File: config.mk
export PLATFORM = sky130hd
export DESIGN_NAME = rx_frame_compare_ctrl
export DESIGN_NICKNAME = d
export VERILOG_FILES = /design/src/rtl/rx_pkg.sv /design/src/rtl/rx_frame_compare_ctrl.sv
export SDC_FILE = /design/constraint.sdc
export NUM_CORES = 1
export LEC_CHECK = 0
export ABC_AREA = 1
export BUFFER_PORTS_ARGS = -buffer_cell sky130_fd_sc_hd__clkbuf_2
export CORE_MARGIN = 4
export CORE_UTILIZATION = 52
export CTS_CLUSTER_SIZE = 20
export DETAILED_ROUTE_END_ITERATION = 10
export GPL_TIMING_DRIVEN = 0
export MAX_ROUTING_LAYER = met4
export PLACE_DENSITY = 0.83
export SYNTH_ARGS = -nofsm -noshare
export SYNTH_HDL_FRONTEND = slang
export SYNTH_SLANG_ARGS = --single-unit
File: constraint.sdc
create_clock -name clk -period 2.6 [get_ports clk]
set_clock_uncertainty 0.15 [all_clocks]
set_input_delay 0.13 -clock clk [delete_from_list [all_inputs] [get_ports clk]]
set_output_delay 0.13 -clock clk [all_outputs]
set_load 0.005 [all_outputs]
File: src/rtl/rx_pkg.sv
// Shared definitions for the RX compare-buffer sequencer.
// Holds the default frame limit, buffer address width, result counter width
// and the controller state encoding.
package rx_pkg;

    localparam int MAX_LEN = 1500;
    localparam int AW      = 12;
    localparam int CNT_W   = 11;

    typedef enum logic [2:0] {
        IDLE    = 3'd0,
        STORE   = 3'd1,
        HOLD    = 3'd2,
        COMPARE = 3'd3,
        FLUSH   = 3'd4
    } state_t;

endpackage

File: src/rtl/rx_frame_compare_ctrl.sv
// Stores the first frame of a redundant pair in the compare buffer, then streams
// the second frame against it. Reports match, byte-mismatch count and length agreement.
// No backpressure: one byte per rx_valid. Result is 2 cycles after the last byte (1 cycle on overflow).
//
// Ports:
//   clk, rst            single clock, synchronous active-high reset
//   clear               synchronous abort, discards the stored frame
//   rx_valid/data/last  incoming MAC byte stream
//   ram_addra/dina/wea  buffer port A (store path, write on the sampling edge)
//   ram_addrb/doutb     buffer port B (compare path, 1-cycle registered read)
//   ram_web             tied low, port B never writes
//   busy                controller not idle
//   cmp_*               result group, updated together on the cmp_done pulse
module rx_frame_compare_ctrl
    import rx_pkg::*;
#(
    parameter int MAX_LEN = rx_pkg::MAX_LEN,
    parameter int AW      = rx_pkg::AW
) (
    input  logic                 clk,
    input  logic                 rst,
    input  logic                 clear,
    input  logic                 rx_valid,
    input  logic [7:0]           rx_data,
    input  logic                 rx_last,
    output logic [AW-1:0]        ram_addra,
    output logic [7:0]           ram_dina,
    output logic                 ram_wea,
    output logic [AW-1:0]        ram_addrb,
    input  logic [7:0]           ram_doutb,
    output logic                 ram_web,
    output logic                 busy,
    output logic                 cmp_done,
    output logic                 cmp_match,
    output logic                 cmp_len_err,
    output logic                 cmp_ovf,
    output logic [CNT_W-1:0]     cmp_mismatch_cnt
);

    localparam logic [AW-1:0] LP_MAX   = AW'(MAX_LEN);
    localparam logic [AW:0]   LP_MAX_W = (AW+1)'(MAX_LEN);
    localparam logic [AW-1:0] LP_ONE   = AW'(1);

    state_t             r_state;
    state_t             w_state_nxt;

    logic [AW-1:0]      r_wr_ptr;
    logic [AW-1:0]      r_rd_ptr;
    logic [AW-1:0]      r_stored_len;
    logic [AW-1:0]      r_rx_len;
    logic               r_ovf;
    logic               r_pend;
    logic               r_inrange;
    logic [7:0]         r_byte;
    logic [CNT_W-1:0]   r_mm_cnt;

    logic               r_cmp_done;
    logic               r_cmp_match;
    logic               r_cmp_len_err;
    logic               r_cmp_ovf;
    logic [CNT_W-1:0]   r_cmp_mm;

    logic               w_acc;
    logic               w_wr_room;
    logic               w_ovf_nxt;
    logic [AW:0]        w_wr_sum;
    logic [AW-1:0]      w_wr_len;
    logic [AW-1:0]      w_wr_ptr_inc;
    logic [AW-1:0]      w_rd_ptr_inc;
    logic               w_mm_hit;
    logic [CNT_W-1:0]   w_mm_cnt_nxt;
    logic               w_wea;
    logic [AW-1:0]      w_addra;
    logic [AW-1:0]      w_addrb;

    // clear (and reset) win over a byte arriving in the same cycle
    assign w_acc        = rx_valid & ~clear & ~rst;
    assign w_wr_room    = (r_wr_ptr < LP_MAX);
    assign w_ovf_nxt    = r_ovf | (w_acc & ~w_wr_room);
    assign w_wr_sum     = {1'b0, r_wr_ptr} + {1'b0, LP_ONE};
    assign w_wr_len     = (w_wr_sum > LP_MAX_W) ? LP_MAX : w_wr_sum[AW-1:0];
    // both pointers stick at all-ones rather than wrapping on absurdly long frames
    assign w_wr_ptr_inc = (&r_wr_ptr) ? r_wr_ptr : r_wr_ptr + LP_ONE;
    assign w_rd_ptr_inc = (&r_rd_ptr) ? r_rd_ptr : r_rd_ptr + LP_ONE;

    // second pipeline stage: byte registered last cycle vs. buffer read data now
    assign w_mm_hit     = r_pend & r_inrange & (r_byte != ram_doutb);
    assign w_mm_cnt_nxt = r_mm_cnt + CNT_W'(w_mm_hit);

    always_ff @(posedge clk) begin
        if (rst) begin
            r_state <= IDLE;
        end else begin
            r_state <= w_state_nxt;
        end
    end

    always_comb begin
        w_state_nxt = r_state;
        w_wea       = 1'b0;
        w_addra     = '0;
        w_addrb     = '0;
        case (r_state)
            IDLE: begin
                if (w_acc) begin
                    w_wea       = 1'b1;
                    w_state_nxt = rx_last ? HOLD : STORE;
                end
            end
            STORE: begin
                w_addra = r_wr_ptr;
                if (w_acc) begin
                    w_wea = w_wr_room;
                    if (rx_last) begin
                        w_state_nxt = w_ovf_nxt ? IDLE : HOLD;
                    end
                end
            end
            HOLD: begin
                // the byte accepted here is index 0 of the second frame
                if (w_acc) begin
                    w_state_nxt = rx_last ? FLUSH : COMPARE;
                end
            end
            COMPARE: begin
                w_addrb = r_rd_ptr;
                if (w_acc && rx_last) begin
                    w_state_nxt = FLUSH;
                end
            end
            FLUSH: begin
                w_state_nxt = IDLE;
            end
            default: begin
                w_state_nxt = IDLE;
            end
        endcase
        if (clear) begin
            w_state_nxt = IDLE;
        end
    end

    always_ff @(posedge clk) begin
        if (rst || clear) begin
            r_wr_ptr     <= '0;
            r_rd_ptr     <= '0;
            r_stored_len <= '0;
            r_rx_len     <= '0;
            r_ovf        <= 1'b0;
            r_pend       <= 1'b0;
            r_inrange    <= 1'b0;
            r_byte       <= '0;
            r_mm_cnt     <= '0;
            r_cmp_done   <= 1'b0;
        end else begin
            r_cmp_done <= 1'b0;
            r_pend     <= 1'b0;
            case (r_state)
                IDLE: begin
                    if (w_acc) begin
                        r_wr_ptr <= LP_ONE;
                        r_rd_ptr <= '0;
                        r_ovf    <= 1'b0;
                        r_mm_cnt <= '0;
                        if (rx_last) begin
                            r_stored_len <= LP_ONE;
                        end
                    end
                end
                STORE: begin
                    if (w_acc) begin
                        r_wr_ptr <= w_wr_ptr_inc;
                        r_ovf    <= w_ovf_nxt;
                        if (rx_last) begin
                            r_stored_len <= w_wr_len;
                            if (w_ovf_nxt) begin
                                r_cmp_done <= 1'b1;
                            end
                        end
                    end
                end
                HOLD: begin
                    if (w_acc) begin
                        r_pend    <= 1'b1;
                        r_byte    <= rx_data;
                        r_inrange <= 1'b1;
                        r_rd_ptr  <= LP_ONE;
                        if (rx_last) begin
                            r_rx_len <= LP_ONE;
                        end
                    end
                end
                COMPARE: begin
                    r_mm_cnt <= w_mm_cnt_nxt;
                    if (w_acc) begin
                        r_pend    <= 1'b1;
                        r_byte    <= rx_data;
                        r_inrange <= (r_rd_ptr < r_stored_len);
                        r_rd_ptr  <= w_rd_ptr_inc;
                        if (rx_last) begin
                            r_rx_len <= w_rd_ptr_inc;
                        end
                    end
                end
                FLUSH: begin
                    r_mm_cnt   <= w_mm_cnt_nxt;
                    r_cmp_done <= 1'b1;
                end
                default: begin
                    r_pend <= 1'b0;
                end
            endcase
        end
    end

    // Result group: only rewritten alongside a done pulse, otherwise held.
    always_ff @(posedge clk) begin
        if (rst) begin
            r_cmp_match   <= 1'b0;
            r_cmp_len_err <= 1'b0;
            r_cmp_ovf     <= 1'b0;
            r_cmp_mm      <= '0;
        end else if (!clear) begin
            if (r_state == STORE && w_acc && rx_last && w_ovf_nxt) begin
                r_cmp_match   <= 1'b0;
                r_cmp_len_err <= 1'b0;
                r_cmp_ovf     <= 1'b1;
                r_cmp_mm      <= '0;
            end else if (r_state == FLUSH) begin
                r_cmp_match   <= (r_rx_len == r_stored_len) && (w_mm_cnt_nxt == '0);
                r_cmp_len_err <= (r_rx_len != r_stored_len);
                r_cmp_ovf     <= 1'b0;
                r_cmp_mm      <= w_mm_cnt_nxt;
            end
        end
    end

    assign ram_addra        = w_addra;
    assign ram_dina         = w_wea ? rx_data : 8'h00;
    assign ram_wea          = w_wea;
    assign ram_addrb        = w_addrb;
    assign ram_web          = 1'b0;
    assign busy             = (r_state != IDLE);
    assign cmp_done         = r_cmp_done;
    assign cmp_match        = r_cmp_match;
    assign cmp_len_err      = r_cmp_len_err;
    assign cmp_ovf          = r_cmp_ovf;
    assign cmp_mismatch_cnt = r_cmp_mm;

endmodule
# Word-level counts from Yosys, hierarchy flattened
# Cells that the tools add are included.
classes:
  add_sub_neg: 4
  mul: 0
  div: 0
  order_cmp: 3
  eq_ne: 17
  n_shift: 0
  n_mux: 52
  n_bitwise: 10
  n_reduce_logical: 30
op_table:
  columns: ["operator", "n"]
  rows:
  - ["$mux 12", 15]
  - ["$pmux 12 s2", 3]
  - ["$pmux 12 s3", 1]
  - ["$mux 11", 3]
  - ["$add 12x1->12 const B", 2]
  - ["$reduce_and 12->1", 2]
  - ["$pmux 11 s2", 1]
  - ["$ne 2x2->1 const B", 10]
  - ["$mux 3", 6]
  - ["$mux 1", 15]
  - ["$reduce_and 5->1", 3]
  - ["$add 12x1->13 const B", 1]
  - ["$gt 13x11->1 const B", 1]
  - ["$eq 12x12->1", 1]
  - ["$lt 12x11->1 const B", 1]
  - ["$lt 12x12->1", 1]
  - ["$ne 12x12->1", 1]
  - ["$pmux 3 s4", 1]
  - ["$add 11x1->11", 1]
  - ["$logic_not 11->1", 1]
  - ["$mux 8", 1]
  - ["$ne 8x8->1", 1]
  - ["$pmux 1 s2", 4]
  - ["$reduce_and 4->1", 2]
  - ["other kinds (15)", 38]
totals:
  reg_bits: 88
  latch_bits: 0
  mem_bits_rw: 0
  rom_bits: 0
  input_bits: 21
  out_inout_bits: 50
  wordCells: 131
  mem_count: 0

# Longest topological paths before layout
logic_depth:
  ltp_word: 9
  mapped_depth: 18
  mapped_depth_nobuf: 18

# Worst setup path before layout
# OpenSTA, ideal clock, no wires.
synth_path:
  kind: "reg2reg"
  startpoint: "register r_byte[2]"
  endpoint: "register r_cmp_match, in the netlist cmp_match"
  setup_time_ps: 109
  arrival_time_ps: 2168
  t_required_ps: 2341
  slack_ps: 173
  path_stages_with_launch: 17
  n_path_buf: 0
  path_cell_list: "dfxtp_1 -> inv_1 -> or2_2 -> nand4_1 -> a2111oi_0 -> nor2_1 -> ha_1 -> ha_1 -> nand2_1 -> nor3_1 -> nand4_1 -> xnor2_1 -> nor2_1 -> nand3_1 -> nand2_1 -> nand2_1 -> inv_1"
synth_via:
  elab_chain_cells: 7
synth_rtl:
  columns: ["item", "line_no", "text"]
  rows:
  - ["start: declaration", "rx_frame_compare_ctrl.sv:54", "logic [7:0] r_byte;"]
  - ["start signal: assignment", "rx_frame_compare_ctrl.sv:185", "r_byte <= rx_data;"]
  - ["start signal: assignment", "rx_frame_compare_ctrl.sv:197", "r_byte <= rx_data;"]
  - ["$ne 8x8->1", "rx_frame_compare_ctrl.sv:87", "assign w_mm_hit = r_pend & r_inrange & (r_byte != ram_doutb);"]
  - ["$and 1x1->1", "rx_frame_compare_ctrl.sv:87", null]
  - ["$add 11x1->11", "rx_frame_compare_ctrl.sv:88", "assign w_mm_cnt_nxt = r_mm_cnt + CNT_W'(w_mm_hit);"]
  - ["$logic_not 11->1", "rx_frame_compare_ctrl.sv:230", "r_cmp_match <= (r_rx_len == r_stored_len) && (w_mm_cnt_nxt == '0);"]
  - ["$logic_and 1x1->1", "rx_frame_compare_ctrl.sv:230", null]
  - ["$mux 1", "rx_frame_compare_ctrl.sv:229", "end else if (r_state == FLUSH) begin"]
  - ["$mux 1", "rx_frame_compare_ctrl.sv:224", "if (r_state == STORE && w_acc && rx_last && w_ovf_nxt) begin"]
  - ["end signal: assignment", "rx_frame_compare_ctrl.sv:230", null]
  - ["end: declaration", "rx_frame_compare_ctrl.sv:58", "logic r_cmp_match;"]
# Every way passes these cells. The select of a mux whose other input is x is not followed.
# A chain may end at the register's enable or synchronous reset.

# Worst setup path after layout
layout_path:
  startpoint: "register r_byte[2]"
  endpoint: "register r_mm_cnt[10]"
layout_via:
  elab_chain_cells: 4
layout_rtl:
  columns: ["item", "line_no", "text"]
  rows:
  - ["$ne 8x8->1", "rx_frame_compare_ctrl.sv:87", null]
  - ["$and 1x1->1", "rx_frame_compare_ctrl.sv:87", null]
  - ["$add 11x1->11", "rx_frame_compare_ctrl.sv:88", null]
  - ["$pmux 11 s2", "rx_frame_compare_ctrl.sv:158", "case (r_state)"]
  - ["end signal: assignment", "rx_frame_compare_ctrl.sv:194", "r_mm_cnt <= w_mm_cnt_nxt;"]
  - ["end signal: assignment", "rx_frame_compare_ctrl.sv:206", "r_mm_cnt <= w_mm_cnt_nxt;"]
  - ["end: declaration", "rx_frame_compare_ctrl.sv:55", "logic [CNT_W-1:0] r_mm_cnt;"]
# Every way passes these cells.

==> results.sh <==
export IMPL_antenna_cells=0
export IMPL_clkPwrFrac_pct=35.7
export IMPL_grt_overflow_total=0
export IMPL_synthTopCellsByCount="160 x nand2_1, 91 x inv_1, 88 x dfxtp_1, 73 x nor2_1, 49 x a21oi_1"
export IMPL_seq_power_share_pct=56.8
export IMPL_fin_nets=835
export IMPL_drtIter0Drc=298
export IMPL_core_area_mm2=0.009240
export IMPL_cp_arrival_ns=2.77
export IMPL_ys_types=44
export IMPL_area_growth_pct=19.05
export IMPL_crit_path_end_kind="flop"
export IMPL_vias=4837
export IMPL_synth_fa_ha_area_share_pct=4.048
export IMPL_hp_class="in -> reg"
export IMPL_yosys_most_used_dff="dfxtp_1"
export IMPL_drive_gt1_share_pct=20.92
export IMPL_portBuffers=69
export IMPL_p_sw_uw=626.3
export IMPL_pre_cts_ws_ns=-0.2606
export IMPL_yosysSeqAreaShare_pct=35.62
export IMPL_grt_pass1_wl_um=21450
export IMPL_netlist_area_mm2=0.004946
export IMPL_routed_wirelength_um=12830
export IMPL_syn_nets=741
export IMPL_switching_share_pct=26.12
export IMPL_crit_family="simple AND/OR/NAND/NOR gates"
export IMPL_synth_edf_count=0
export IMPL_yosysWarnings=0
export IMPL_antenna_found_initial=0
export IMPL_fin_crit_sh_pct=101.2
export IMPL_initial_core_util_pct=53.53
export IMPL_synthMuxAreaShare_pct=0
export IMPL_required_ns=2.74
export IMPL_die_y_um=105.5
export IMPL_synth_compound_area_share_pct=15.38
export IMPL_ir_drop_uv=289.8
export IMPL_syn_inst=704
export IMPL_failed_checks="setup timing"
export IMPL_start_kind="flop"
export IMPL_maxCapViolCount=0
export IMPL_path_cells="inv_2, or2_4, nand4_1, a2111oi_4, nor2_1, ha_2, ha_4, nand2_4, nor3_4, nand4_1, xnor2_2, buf_4, nand2_2, a21oi_2"
export IMPL_synth_async_reset_ratio_pct=0
export IMPL_cts_max_level=3
export IMPL_wl_per_cell_um=13.77
export IMPL_power_frac_comb_pct=7.5
export IMPL_post_synth_top_count_cell="nand2_1"
export IMPL_tightest_slew_ns=0.6740
export IMPL_synth_simple_gate_area_share_pct=29.72
export IMPL_cts_sinks=88
export IMPL_clk_pin_slew_worst_paths_ns=0.09
export IMPL_gp_congestion=0.9417
export IMPL_clk_latency_ns=0.36
export IMPL_io_pins=71
export IMPL_slowest_stage="dfxtp_2"
export IMPL_p_per_area_mw_per_mm2=407.3
export IMPL_synthXorXnorAreaFrac_pct=5.312
export IMPL_outcome="complete, but fails checks"
export IMPL_drtAntennaViolNets=0
export IMPL_cts_tree="built"
export IMPL_fin_util_pct=63.72
export IMPL_synthTopCellsByArea="dfxtp_1 36%, nand2_1 12%, inv_1 6.9%"
export IMPL_fmax_ghz=0.3801
export IMPL_clockRootBuffer="clkbuf_8"
export IMPL_finalSetupViolCount=2
export IMPL_grt_max_degree=16
export IMPL_dieArea_mm2=0.01114
export IMPL_grt_pass1_vias=4591
export IMPL_avgViaCountPerCell=5.190
export IMPL_fin_crit_ns=2.631
export IMPL_hold_viol_final=0
export IMPL_p_leak_nw=2.561
export IMPL_path_class="reg -> reg"
export IMPL_globalRouteTotalUtil_pct=23.79
export IMPL_stdcell_area_mm2=0.005888
export IMPL_path_buf_inv=2
export IMPL_p_int_mw=1.772
export IMPL_post_synth_cell_area_avg_um2=7.026
export IMPL_dpl_instance_area_mm2=0.005453
export IMPL_fin_hold_ws_ns=0.02080
export IMPL_cts_buffers=9
export IMPL_netlist_area_leader_share_pct=35.62
export IMPL_slew_viol_final=0
export IMPL_synth_top_family_by_area="simple AND/OR/NAND/NOR gates"
export IMPL_drc=0
export IMPL_first_pass_iters=5
export IMPL_synth_seq_cells=88
export IMPL_cts_buffer_depth=2
export IMPL_die_w_um=105.5
export IMPL_rows=35
export IMPL_cp_slowest_stage_delay_ns=0.35
export IMPL_fin_ws_ns=-0.03121
export IMPL_timing_critical_path_mode_cell="nand4_1"
export IMPL_yosys_area_top_type="dfxtp_1"
export IMPL_critical_path_peak_fanout=3
export IMPL_rsz0062_at_grt="yes"
export IMPL_slew_headroom_pct=55.07
export IMPL_dp_hpwl_um=9419
==> placed cells by master (no fill, tap or decap), types with 6 or more instances in the layout <==
| master | instances |
|---|---|
| dlygate4sd3_1 | 10 |
| o21ai_2 | 9 |
| nand3_2 | 9 |
| nand2_1 | 157 |
| o21ai_0 | 43 |
| dfxtp_1 | 86 |
| inv_1 | 88 |
| nor3_1 | 6 |
| nand3_1 | 40 |
| nor2_4 | 6 |
| clkbuf_2 | 70 |
| clkbuf_1 | 12 |
| xor2_1 | 11 |
| ha_1 | 14 |
| xnor2_1 | 15 |
| a211oi_1 | 6 |
| nor2_1 | 71 |
| a21oi_1 | 46 |
| nand4_1 | 8 |
| nand2_2 | 6 |
| clkbuf_8 | 9 |
| inv_2 | 10 |
==> power by group through the flow <==
stage | combinational [mW] | sequential, mW | clock (mW)
after global placement | 0.156 | 1.39 | 0
final | 0.180 | 1.36 | 0.856
after floorplan | 0.104 | 1.39 | 0
after CTS | 0.171 | 1.36 | 0.871
after detailed placement | 0.159 | 1.39 | 0
after global routing | 0.199 | 1.36 | 0.931
==> worst min-delay path: stages <==
cell and delay (ns):
clkbuf_2 0.13, inv_1 0.10, nand2_1 0.08, o21ai_1 0.05
==> metal layers <==
| layer | global-route usage (%) | wire length, µm |
|---|---|---|
| met1 | 30.27 | 5650 |
| met2 | 38.66 | 6156 |
| met3 | 4.776 | 826 |
| met4 | 6.660 | 199 |
| met5 | - | 0 |
==> worst paths after layout <==
check | slack (ns) | endpoint | start | cells after the start
min | 0.02 | cmp_mismatch_cnt[8] | rst | 4
min reg2reg | 0.32 | cmp_mismatch_cnt[7] | cmp_mismatch_cnt[7] | 2
max | -0.03 | r_mm_cnt[10] | r_byte[2] | 14
max reg2reg | -0.03 | r_mm_cnt[10] | r_byte[2] | 14
==> registers in the layout, indices dropped and copies added (netlist names), 3 cells and up <==
register / cells
r_state: 3
r_mm_cnt: 11
r_rd_ptr: 12
r_byte: 8
r_rx_len: 12
r_stored_len: 12
cmp_mismatch_cnt: 11
r_wr_ptr: 12
==> stage by stage <==
step	std cells	setup TNS, ns	power (mW)
after floorplan	704	0	1.495
after global placement	902	-0.1375	1.548
after detailed placement	902	-0.5099	1.552
after CTS	929	0	2.404
after global routing	932	-0.5533	2.493
final	932	-0.03856	2.398
==> area by class of cell <==
class / instances / area (µm²)
fillers: 803 / 3352
multi-input cells: 496 / 2826
flip-flops and latches: 88 / 1764
repair buffers: 83 / 475.5
inverters: 100 / 380.4
well taps: 129 / 161.4
clock buffers: 11 / 131.4
plain buffers: 20 / 107.6
clock inverters: 5 / 41.29
==> logic make-up (layout without fill, tap and decap cells) <==
kind of cell	count (synthesis)	count (layout)
adder cells (fa/ha/maj)	16	16
XOR/XNOR	30	30
AO/OA/AOI/OAI	128	128
other	1	1
buffers and inverters	120	219
flip-flops	88	88
AND/OR/NAND/NOR	321	321
==> repair_timing <==
action | 4_1_cts | 5_1_grt
hold buffers | 9 | 1
endpoints found under the hold margin | 9 | 1
pin swaps | 4 | 14
gates resized for setup | 12 | 23
setup endpoints to repair | 4 | 37
setup buffers | 2 | 2
Note: power is estimated with default switching activity, not from simulation.
